**src/rtl/maze_pkg.sv**
```systemverilog
// -----------------------------------------------------------------------------
// maze_pkg
//   Shared definitions for the maze game: grid geometry, start/goal cells,
//   the player-controller FSM state type and the move-direction type.
//   The maze top, the wall ROM and the player controller all import this
//   package so the geometry is defined in exactly one place.
// -----------------------------------------------------------------------------
package maze_pkg;

  // Default maze geometry (cells), start/goal cells and counter width.
  localparam int unsigned GRID_W_DEF  = 16;
  localparam int unsigned GRID_H_DEF  = 12;
  localparam int unsigned COORD_W_DEF = 4;
  localparam int unsigned START_X_DEF = 0;
  localparam int unsigned START_Y_DEF = 0;
  localparam int unsigned GOAL_X_DEF  = 15;
  localparam int unsigned GOAL_Y_DEF  = 11;
  localparam int unsigned STEP_W_DEF  = 10;

  // Player-controller FSM states.
  typedef enum logic [1:0] {
    IDLE  = 2'd0,   // waiting for a direction pulse
    READ  = 2'd1,   // wall read issued, data arrives next cycle
    CHECK = 2'd2,   // wall data valid, commit or reject the move
    WIN   = 2'd3    // goal reached; only restart/reset leaves
  } state_e;

  // Requested move direction after priority resolution.
  typedef enum logic [1:0] {
    DIR_UP    = 2'd0,   // row - 1
    DIR_DOWN  = 2'd1,   // row + 1
    DIR_LEFT  = 2'd2,   // col - 1
    DIR_RIGHT = 2'd3    // col + 1
  } dir_e;

endpackage : maze_pkg

```
**src/rtl/maze_player_ctrl.sv**
```systemverilog
// -----------------------------------------------------------------------------
// maze_player_ctrl
//   Player-movement stage in front of the maze renderer. A one-cycle direction
//   pulse selects a target cell one step away; if the target lies inside the
//   grid, the wall memory is read (1-cycle latency) and the player moves there
//   unless the cell is a wall. Legal steps are counted (saturating) and
//   reaching the goal cell raises a sticky win flag.
//
// Ports
//   clk            system clock
//   rst            asynchronous, active-low reset
//   btn_up/down/left/right
//                  one-cycle move pulses; priority up > down > left > right
//   restart        one-cycle pulse; return to the start cell from any state
//   wall_rd_en     one-cycle wall read strobe
//   wall_rd_x/y    wall read address (holds last value between reads)
//   wall_rd_data   1 = wall; valid the cycle after wall_rd_en
//   pos_x/pos_y    registered player position
//   step_cnt       legal moves taken, saturating at all-ones
//   busy           move in flight (READ and CHECK cycles)
//   win            goal reached, sticky until restart/reset
//
// Timing: pulse in cycle N -> wall_rd_en in N+1 -> wall_rd_data sampled in
// N+2 -> new position visible in N+3. Pulses outside IDLE are dropped.
// -----------------------------------------------------------------------------
module maze_player_ctrl
  import maze_pkg::*;
#(
  parameter int unsigned GRID_W  = GRID_W_DEF,
  parameter int unsigned GRID_H  = GRID_H_DEF,
  parameter int unsigned COORD_W = COORD_W_DEF,
  parameter int unsigned START_X = START_X_DEF,
  parameter int unsigned START_Y = START_Y_DEF,
  parameter int unsigned GOAL_X  = GOAL_X_DEF,
  parameter int unsigned GOAL_Y  = GOAL_Y_DEF,
  parameter int unsigned STEP_W  = STEP_W_DEF
) (
  input  logic               clk,
  input  logic               rst,
  input  logic               btn_up,
  input  logic               btn_down,
  input  logic               btn_left,
  input  logic               btn_right,
  input  logic               restart,
  output logic               wall_rd_en,
  output logic [COORD_W-1:0] wall_rd_x,
  output logic [COORD_W-1:0] wall_rd_y,
  input  logic               wall_rd_data,
  output logic [COORD_W-1:0] pos_x,
  output logic [COORD_W-1:0] pos_y,
  output logic [STEP_W-1:0]  step_cnt,
  output logic               busy,
  output logic               win
);

  // Grid limits and special cells at coordinate width.
  localparam logic [COORD_W-1:0] X_MAX    = COORD_W'(GRID_W - 1);
  localparam logic [COORD_W-1:0] Y_MAX    = COORD_W'(GRID_H - 1);
  localparam logic [COORD_W-1:0] START_XC = COORD_W'(START_X);
  localparam logic [COORD_W-1:0] START_YC = COORD_W'(START_Y);
  localparam logic [COORD_W-1:0] GOAL_XC  = COORD_W'(GOAL_X);
  localparam logic [COORD_W-1:0] GOAL_YC  = COORD_W'(GOAL_Y);
  localparam logic [STEP_W-1:0]  STEP_MAX = '1;

  // ---------------------------------------------------------------------------
  // State registers
  // ---------------------------------------------------------------------------
  state_e             state_q;
  logic [COORD_W-1:0] pos_x_q, pos_y_q;
  logic [COORD_W-1:0] rd_x_q,  rd_y_q;
  logic [STEP_W-1:0]  step_q;
  logic               rd_en_q;
  logic               busy_q;
  logic               win_q;

  // ---------------------------------------------------------------------------
  // Direction select and target computation
  // ---------------------------------------------------------------------------
  logic               req_any;
  dir_e               dir_d;
  logic [COORD_W-1:0] tgt_x_d, tgt_y_d;
  logic               tgt_ok_d;
  logic               goal_hit;

  // NOTE: every signal driven here gets a default first, so no path leaves a
  // value unassigned and no latch is inferred.
  always_comb begin
    req_any  = btn_up | btn_down | btn_left | btn_right;
    dir_d    = DIR_RIGHT;
    tgt_x_d  = pos_x_q;
    tgt_y_d  = pos_y_q;
    tgt_ok_d = 1'b0;

    // Only the highest-priority pulse is evaluated; if it points off the
    // grid the whole request is dropped rather than falling through to a
    // lower-priority direction.
    if (btn_up)         dir_d = DIR_UP;
    else if (btn_down)  dir_d = DIR_DOWN;
    else if (btn_left)  dir_d = DIR_LEFT;
    else                dir_d = DIR_RIGHT;

    // Bounds are tested before the +/-1 so that wrap-around at the
    // coordinate width can never produce a false in-range target.
    unique case (dir_d)
      DIR_UP: begin
        tgt_y_d  = pos_y_q - 1'b1;
        tgt_ok_d = (pos_y_q != '0);
      end
      DIR_DOWN: begin
        tgt_y_d  = pos_y_q + 1'b1;
        tgt_ok_d = (pos_y_q < Y_MAX);
      end
      DIR_LEFT: begin
        tgt_x_d  = pos_x_q - 1'b1;
        tgt_ok_d = (pos_x_q != '0);
      end
      DIR_RIGHT: begin
        tgt_x_d  = pos_x_q + 1'b1;
        tgt_ok_d = (pos_x_q < X_MAX);
      end
    endcase

    tgt_ok_d = tgt_ok_d & req_any;
  end

  // The read address registers double as the latched target: they are
  // loaded with the target when the read is issued and hold until the next
  // accepted request, so CHECK can commit straight from them.
  assign goal_hit = (rd_x_q == GOAL_XC) && (rd_y_q == GOAL_YC);

  // ---------------------------------------------------------------------------
  // FSM with registered outputs
  // ---------------------------------------------------------------------------
  // NOTE: sequential state uses non-blocking assignments so every register
  // samples pre-edge values, independent of statement order.
  always_ff @(posedge clk or negedge rst) begin
    if (!rst) begin
      state_q <= IDLE;
      pos_x_q <= START_XC;
      pos_y_q <= START_YC;
      rd_x_q  <= '0;
      rd_y_q  <= '0;
      step_q  <= '0;
      rd_en_q <= 1'b0;
      busy_q  <= 1'b0;
      win_q   <= 1'b0;
    end else if (restart) begin
      // Restart wins over any button and abandons an in-flight read; the
      // read address simply keeps its last value.
      state_q <= IDLE;
      pos_x_q <= START_XC;
      pos_y_q <= START_YC;
      step_q  <= '0;
      rd_en_q <= 1'b0;
      busy_q  <= 1'b0;
      win_q   <= 1'b0;
    end else begin
      unique case (state_q)
        IDLE: begin
          if (tgt_ok_d) begin
            rd_x_q  <= tgt_x_d;
            rd_y_q  <= tgt_y_d;
            rd_en_q <= 1'b1;
            busy_q  <= 1'b1;
            state_q <= READ;
          end
        end

        READ: begin
          rd_en_q <= 1'b0;
          state_q <= CHECK;
        end

        CHECK: begin
          busy_q <= 1'b0;
          if (!wall_rd_data) begin
            pos_x_q <= rd_x_q;
            pos_y_q <= rd_y_q;
            if (step_q != STEP_MAX) begin
              step_q <= step_q + 1'b1;
            end
          end
          // Win only on a move that actually lands on the goal; this keeps
          // win low out of reset even when the start cell is the goal.
          if (!wall_rd_data && goal_hit) begin
            win_q   <= 1'b1;
            state_q <= WIN;
          end else begin
            state_q <= IDLE;
          end
        end

        WIN: begin
          // Terminal until restart/reset; moves are ignored.
          win_q  <= 1'b1;
          busy_q <= 1'b0;
        end

        default: state_q <= IDLE;
      endcase
    end
  end

  // ---------------------------------------------------------------------------
  // Outputs (all straight from registers)
  // ---------------------------------------------------------------------------
  assign wall_rd_en = rd_en_q;
  assign wall_rd_x  = rd_x_q;
  assign wall_rd_y  = rd_y_q;
  assign pos_x      = pos_x_q;
  assign pos_y      = pos_y_q;
  assign step_cnt   = step_q;
  assign busy       = busy_q;
  assign win        = win_q;

endmodule : maze_player_ctrl
```
**config.mk**
```make
export PLATFORM = sky130hd
export DESIGN_NAME = maze_player_ctrl
export DESIGN_NICKNAME = d
export VERILOG_FILES = /design/src/rtl/maze_pkg.sv /design/src/rtl/maze_player_ctrl.sv
export SDC_FILE = /design/constraint.sdc
export NUM_CORES = 1
export LEC_CHECK = 0
export BUFFER_PORTS_ARGS = -buffer_cell sky130_fd_sc_hd__clkbuf_2
export CAP_MARGIN = 10
export CORE_MARGIN = 1.5
export CORE_UTILIZATION = 55
export CTS_CLUSTER_DIAMETER = 150
export DETAILED_ROUTE_END_ITERATION = 6
export PLACE_DENSITY = 0.8
export SLEW_MARGIN = 20
export SYNTH_ARGS = -nofsm -noshare
export SYNTH_HDL_FRONTEND = slang
export SYNTH_SLANG_ARGS = --single-unit
```
**constraint.sdc**
```tcl
create_clock -name clk -period 2.4 [get_ports clk]
set_clock_uncertainty 0.1 [all_clocks]
set_input_delay 0.72 -clock clk [delete_from_list [all_inputs] [get_ports clk]]
set_output_delay 0.72 -clock clk [all_outputs]
set_load 0.02 [all_outputs]
```
# Word-level counts from Yosys, hierarchy flattened
# Cells that the tools add are included.
# W data, S select, Z words.
[totals]
reg_bits = 31
in_bits = 8
[classes]
addsub = 5
eq_ne = 12
magnitude_cmp = 2
n_reduce_logical = 21
mux = 28
bitwise_logic = 5
[op_table]
columns = ["op", "count"]
rows = [
  ["$mux W10", 4],
  ["$mux W4", 6],
  ["$pmux W4 S2", 2],
  ["$reduce_bool A4 Y1", 3],
  ["$add A10 B1 Y10 const B", 1],
  ["$mux W2", 5],
  ["$ne A10 B10 Y1 const B", 1],
  ["$reduce_and A2 Y1", 5],
  ["$reduce_bool A3 Y1", 3],
  ["$add A4 B1 Y4 const B", 2],
  ["$eq A2 B2 Y1 const B", 4],
  ["$eq A4 B4 Y1 const B", 2],
  ["$lt A4 B4 Y1 const B", 2],
  ["$sub A4 B1 Y4 const B", 2],
  ["$mux W1", 6],
  ["$ne A3 B3 Y1 const B", 2],
  ["$pmux W1 S2", 3],
  ["$pmux W2 S3", 1],
  ["$reduce_and A3 Y1", 2],
  ["$eq A2 B1 Y1 const B", 2],
  ["$logic_not A2 Y1", 2],
  ["$pmux W1 S4", 1],
  ["$reduce_bool A2 Y1", 2],
  ["$or A1 B1 Y1", 3],
  ["other kinds (6)", 7],
]

# Logic depth before layout (Yosys ltp)
[depth]
depth_word = 9
ltp_mapped = 8
ltp_nobuf = 8

# Worst setup path before layout
# Ideal clock, no wire load.
[synth_path]
path_type = "in2reg"
startpoint = "input port btn_left"
endpoint = "register rd_x_q[3], in the netlist wall_rd_x[3]"
t_required_ns = 2.175
stages = 7
setup_ns = 0.125
t_arrival_ns = 2.319
slack_ns = -0.144
n_path_buf = 0
path_cell_list = "or3_1 > ha_1 > a21o_1 > a21oi_1 > mux2i_1 > xor2_1 > mux2_4"
[synth_via]
elab_chain_cells = 7
[synth_rtl]
columns = ["element", "line_no", "rtl"]
rows = [
  ["start: declaration", "maze_player_ctrl.sv:42", "input logic btn_left,"],
  ["$mux W1", "maze_player_ctrl.sv:99", "else if (btn_left) dir_d = DIR_LEFT;"],
  ["$mux W2", "maze_player_ctrl.sv:98", "else if (btn_down) dir_d = DIR_DOWN;"],
  ["$mux W2", "maze_player_ctrl.sv:97", "if (btn_up) dir_d = DIR_UP;"],
  ["$eq A2 B2 Y1 (tied with other cells)", "maze_player_ctrl.sv:104", "unique case (dir_d)"],
  ["$pmux W1 S4", "maze_player_ctrl.sv:104", ""],
  ["$and A1 B1 Y1", "maze_player_ctrl.sv:123", "tgt_ok_d = tgt_ok_d & req_any;"],
  ["$reduce_and A3 Y1 (no line)", "--", ""],
  ["end signal: assignment", "maze_player_ctrl.sv:161", "rd_x_q <= tgt_x_d;"],
  ["end: declaration", "maze_player_ctrl.sv:70", "logic [COORD_W-1:0] rd_x_q, rd_y_q;"],
]
# Several ways; a longest one is shown, not always the timed one.
# A chain may end at the register's enable or synchronous reset.

# Worst setup path in the final report
[layout_path]
startpoint = "input port btn_down"
endpoint = "register rd_x_q[3], in the netlist wall_rd_x[3]"
[layout_via]
elab_chain_cells = 6
[layout_rtl]
columns = ["element", "line_no", "rtl"]
rows = [
  ["start: declaration", "maze_player_ctrl.sv:41", "input logic btn_down,"],
  ["$mux W2", "maze_player_ctrl.sv:98", ""],
  ["$mux W2", "maze_player_ctrl.sv:97", ""],
  ["$eq A2 B2 Y1 (tied with other cells)", "maze_player_ctrl.sv:104", ""],
  ["$pmux W1 S4", "maze_player_ctrl.sv:104", ""],
  ["$and A1 B1 Y1", "maze_player_ctrl.sv:123", ""],
  ["$reduce_and A3 Y1 (no line)", "--", ""],
]
# Several ways; a longest one is shown, not always the timed one.

==> impl_metrics.csv <==
group,metric,value,unit
placement,pre_cts_ws,-209,ps
clocking,htree_levels,2,
synthesis,synth_top_area_frac,0.415,
clocking,cts.sinks,31,
timing,setup-violations-final,0,
layout,drive_gt1_frac,0.345,
power_and_ir_drop,switching_power,647,uW
clocking,cts_tree,"yes",
drt,drt_iter0_markers,66,
setup_path,crit_required,2540,ps
global_routing,grt_max_degree,32,
timing,timing.final.hold_violations,0,
layout,fillers,269,
drt,firstDrtPassIters,4,
clocking,postCtsSetupRepairBufs,0,
min_path,hold_path_class,"input port to asynchronous set/reset pin",
setup_path,r2r_setup_slack,320,ps
clocking,cts_hold_buf,0,
drt,routed_wl,4390,um
synthesis,syn_inst,180,
global_routing,grt_pass1_vias,1627,
timing,min_period,2250,ps
clocking,clk_path_buf_depth,2,
drt,routedWlPerCell,15.9,um
synthesis,synth.distinct_cells,45,
layout,layout.nets,250,
synthesis,synth_seq_cells,31,
floorplan,rows,20,
layout,multi_input_area,1080,sq um
clocking,cts_buffers,5,
timing,min_period_over_period,0.936,
timing,max_freq,445,MHz
power_and_ir_drop,p_per_area,758,nW/um^2
setup_path,r2r_cells,6,
placement,hpwl,3370,um
layout,final_cell_mix,"36 x clkbuf_2, 31 x dfrtp_1, 26 x nand2_1",
timing,slew_violations,0,
synthesis,synth_warnings,0,
power_and_ir_drop,p_clk_frac,0.207,
layout,final_common_cell,"clkbuf_2",
run,drv_cap,0,
setup_path,end_kind,"flop",
power_and_ir_drop,p_leak,1.07,nW
synthesis,ys_top_cells_by_area,"dfrtp_1 41%, mux2_4 6.4%, ha_1 6.0%, nand2_1 5.4%, a21oi_1 4.0%",
drt,via_per_inst,5.76,
synthesis,syn_avg_cell_area,10.4,sq um
clocking,cts_resized,0,
synthesis,synth_seq_area_share,0.415,
global_routing,grt_pass1_wl,7380,um
setup_path,r2r-start,"pos_y[1]$_DFFE_PN0P_",
placement,portBuffers,36,
placement,place.gp.congestion,0.823,
global_routing,overflow,0,
setup_path,regToRegEndpoint,"wall_rd_y[3]$_DFFE_PN0P_",
status,outcome,"finished clean",
power_and_ir_drop,p_int,1.07,mW
global_routing,antenna_found_initial,0,
floorplan,die_h,61.3,um
clocking,clk_pin_slew,100,ps
floorplan,io_pins,37,
layout,diodes,0,
power_and_ir_drop,comb_power_share,0.364,
clocking,clock_latency,340,ps
timing,fin_ws,154,ps
timing,slew_headroom,0.491,
drt,drc_errors,0,
floorplan,start_util,0.593,
power_and_ir_drop,ir_drop,449,uV
layout,regArea,776,sq um
timing,tightest_slew,764,ps
setup_path,cp-start-kind,"input port",
synthesis,syn-num-nets,199,
layout,final_core_util,0.721,
global_routing,grt_usage,0.276,
synthesis,syn-cell-area,1870,sq um
power_and_ir_drop,p_seq_frac,0.429,
drt,dr_total_vias,1591,
power_and_ir_drop,power.share.switching,0.376,
clocking,cts_root_buf,"clkbuf_4",
setup_path,crit_type,"input port to flop",
floorplan,dieArea,3760,sq um
floorplan,core,3150,sq um
setup_path,cp.arrival,2380,ps
setup_path,cp_max_fo,4,
timing,rsz0062_at_grt,"no",
synthesis,yosysTopAreaCell,"dfrtp_1",
layout,syn2layout_area_growth,21.6,%
drt,ant_nets,0,
floorplan,dieWidth,61.3,um
-- sequential cells by signal, summed over array words and instances (netlist names) --
name / count
step_cnt: 10
pos_x: 4
pos_y: 4
wall_rd_x: 4
wall_rd_y: 4
state_q: 2
busy: 1
wall_rd_en: 1
win: 1
-- synthesized netlist by cell type, drive strengths merged --
cell type / n
a21o: 2
a21oi: 16
a311oi: 2
a32oi: 1
and2: 2
and2b: 1
and4: 1
buf: 2
clkbuf: 2
dfrtp: 31
fa: 2
ha: 9
inv: 6
mux2: 11
mux2i: 4
nand2: 27
nand2b: 2
nand3: 3
nand3b: 3
nand4: 3
nand4b: 1
nor2: 12
nor2b: 2
nor3: 2
nor4: 4
o2111ai: 1
o211ai: 1
o21ai: 4
o221ai: 1
o22ai: 1
o311a: 1
o311ai: 1
o31a: 2
o31ai: 2
or2: 1
or3: 1
or4: 2
xnor2: 6
xor2: 5
-- worst max-delay path by stage --
stage	start	endpoint	slack, ps
after floorplan	btn_left	wall_rd_x[3]$_DFFE_PN0P_	-8
after global placement	btn_down	wall_rd_x[3]$_DFFE_PN0P_	-140
after detailed placement	btn_down	wall_rd_x[3]$_DFFE_PN0P_	-210
after CTS	btn_down	wall_rd_x[3]$_DFFE_PN0P_	160
after global routing	btn_down	wall_rd_x[3]$_DFFE_PN0P_	100
final	btn_down	wall_rd_x[3]$_DFFE_PN0P_	150
-- area by class of cell --
type	instances	area share
multi-input cells	139	0.475
inverters	6	0.00991
well taps	44	0.0242
repair buffers	48	0.119
flip-flops and latches	31	0.341
clock buffers	8	0.0303
-- worst max-delay path, cell delays in order --
cell      delay, ps
clkbuf_2        120
or3_4           420
ha_4            220
a21o_1          190
a21oi_2         130
mux2i_1         230
xor2_1          100
mux2_4          270
-- through the flow --
step | area, sq um | total power [mW] | std cells | setup TNS, ps | hold slack (ps)
2_1_floorplan | 1890 | 1.15 | 180 | -7.76 | 324
3_3_place_gp | 2200 | 1.33 | 268 | -238 | 390
3_5_place_dp | 2200 | 1.37 | 268 | -489 | 402
4_1_cts | 2270 | 1.73 | 276 | 0 | 341
5_1_grt | 2270 | 1.81 | 276 | 0 | 378
6_report | 2270 | 1.72 | 276 | 0 | 329
-- cells by family (layout without fill, tap and decap cells) --
family / Yosys count / in the layout / share of synthesized area
AOI/OAI and AO/OA: 35 / 35 / 0.141
xor gates and xnor gates: 11 / 11 / 0.0515
adders and majority gates: 11 / 11 / 0.0817
buffers and inverters: 10 / 62 / 0.0201
DFF: 31 / 31 / 0.415
muxes: 15 / 15 / 0.104
and+or+nand+nor: 67 / 67 / 0.187
-- power groups by stage --
stage	clock network, mW	logic (mW)	registers, mW
floorplan	0	0.327	0.822
global placement	0	0.596	0.736
detailed placement	0	0.627	0.745
CTS	0.361	0.629	0.736
global route	0.384	0.680	0.748
finish	0.357	0.627	0.739
-- per-layer routing --
metal	global-route usage	wire, um	up-vias
li1	-	-	746
met1	0.329	1850	781
met2	0.462	2220	50
met3	0.0672	183	14
met4	0.143	143	0
met5	0	0	-
Power figures use the tool's default switching activity.
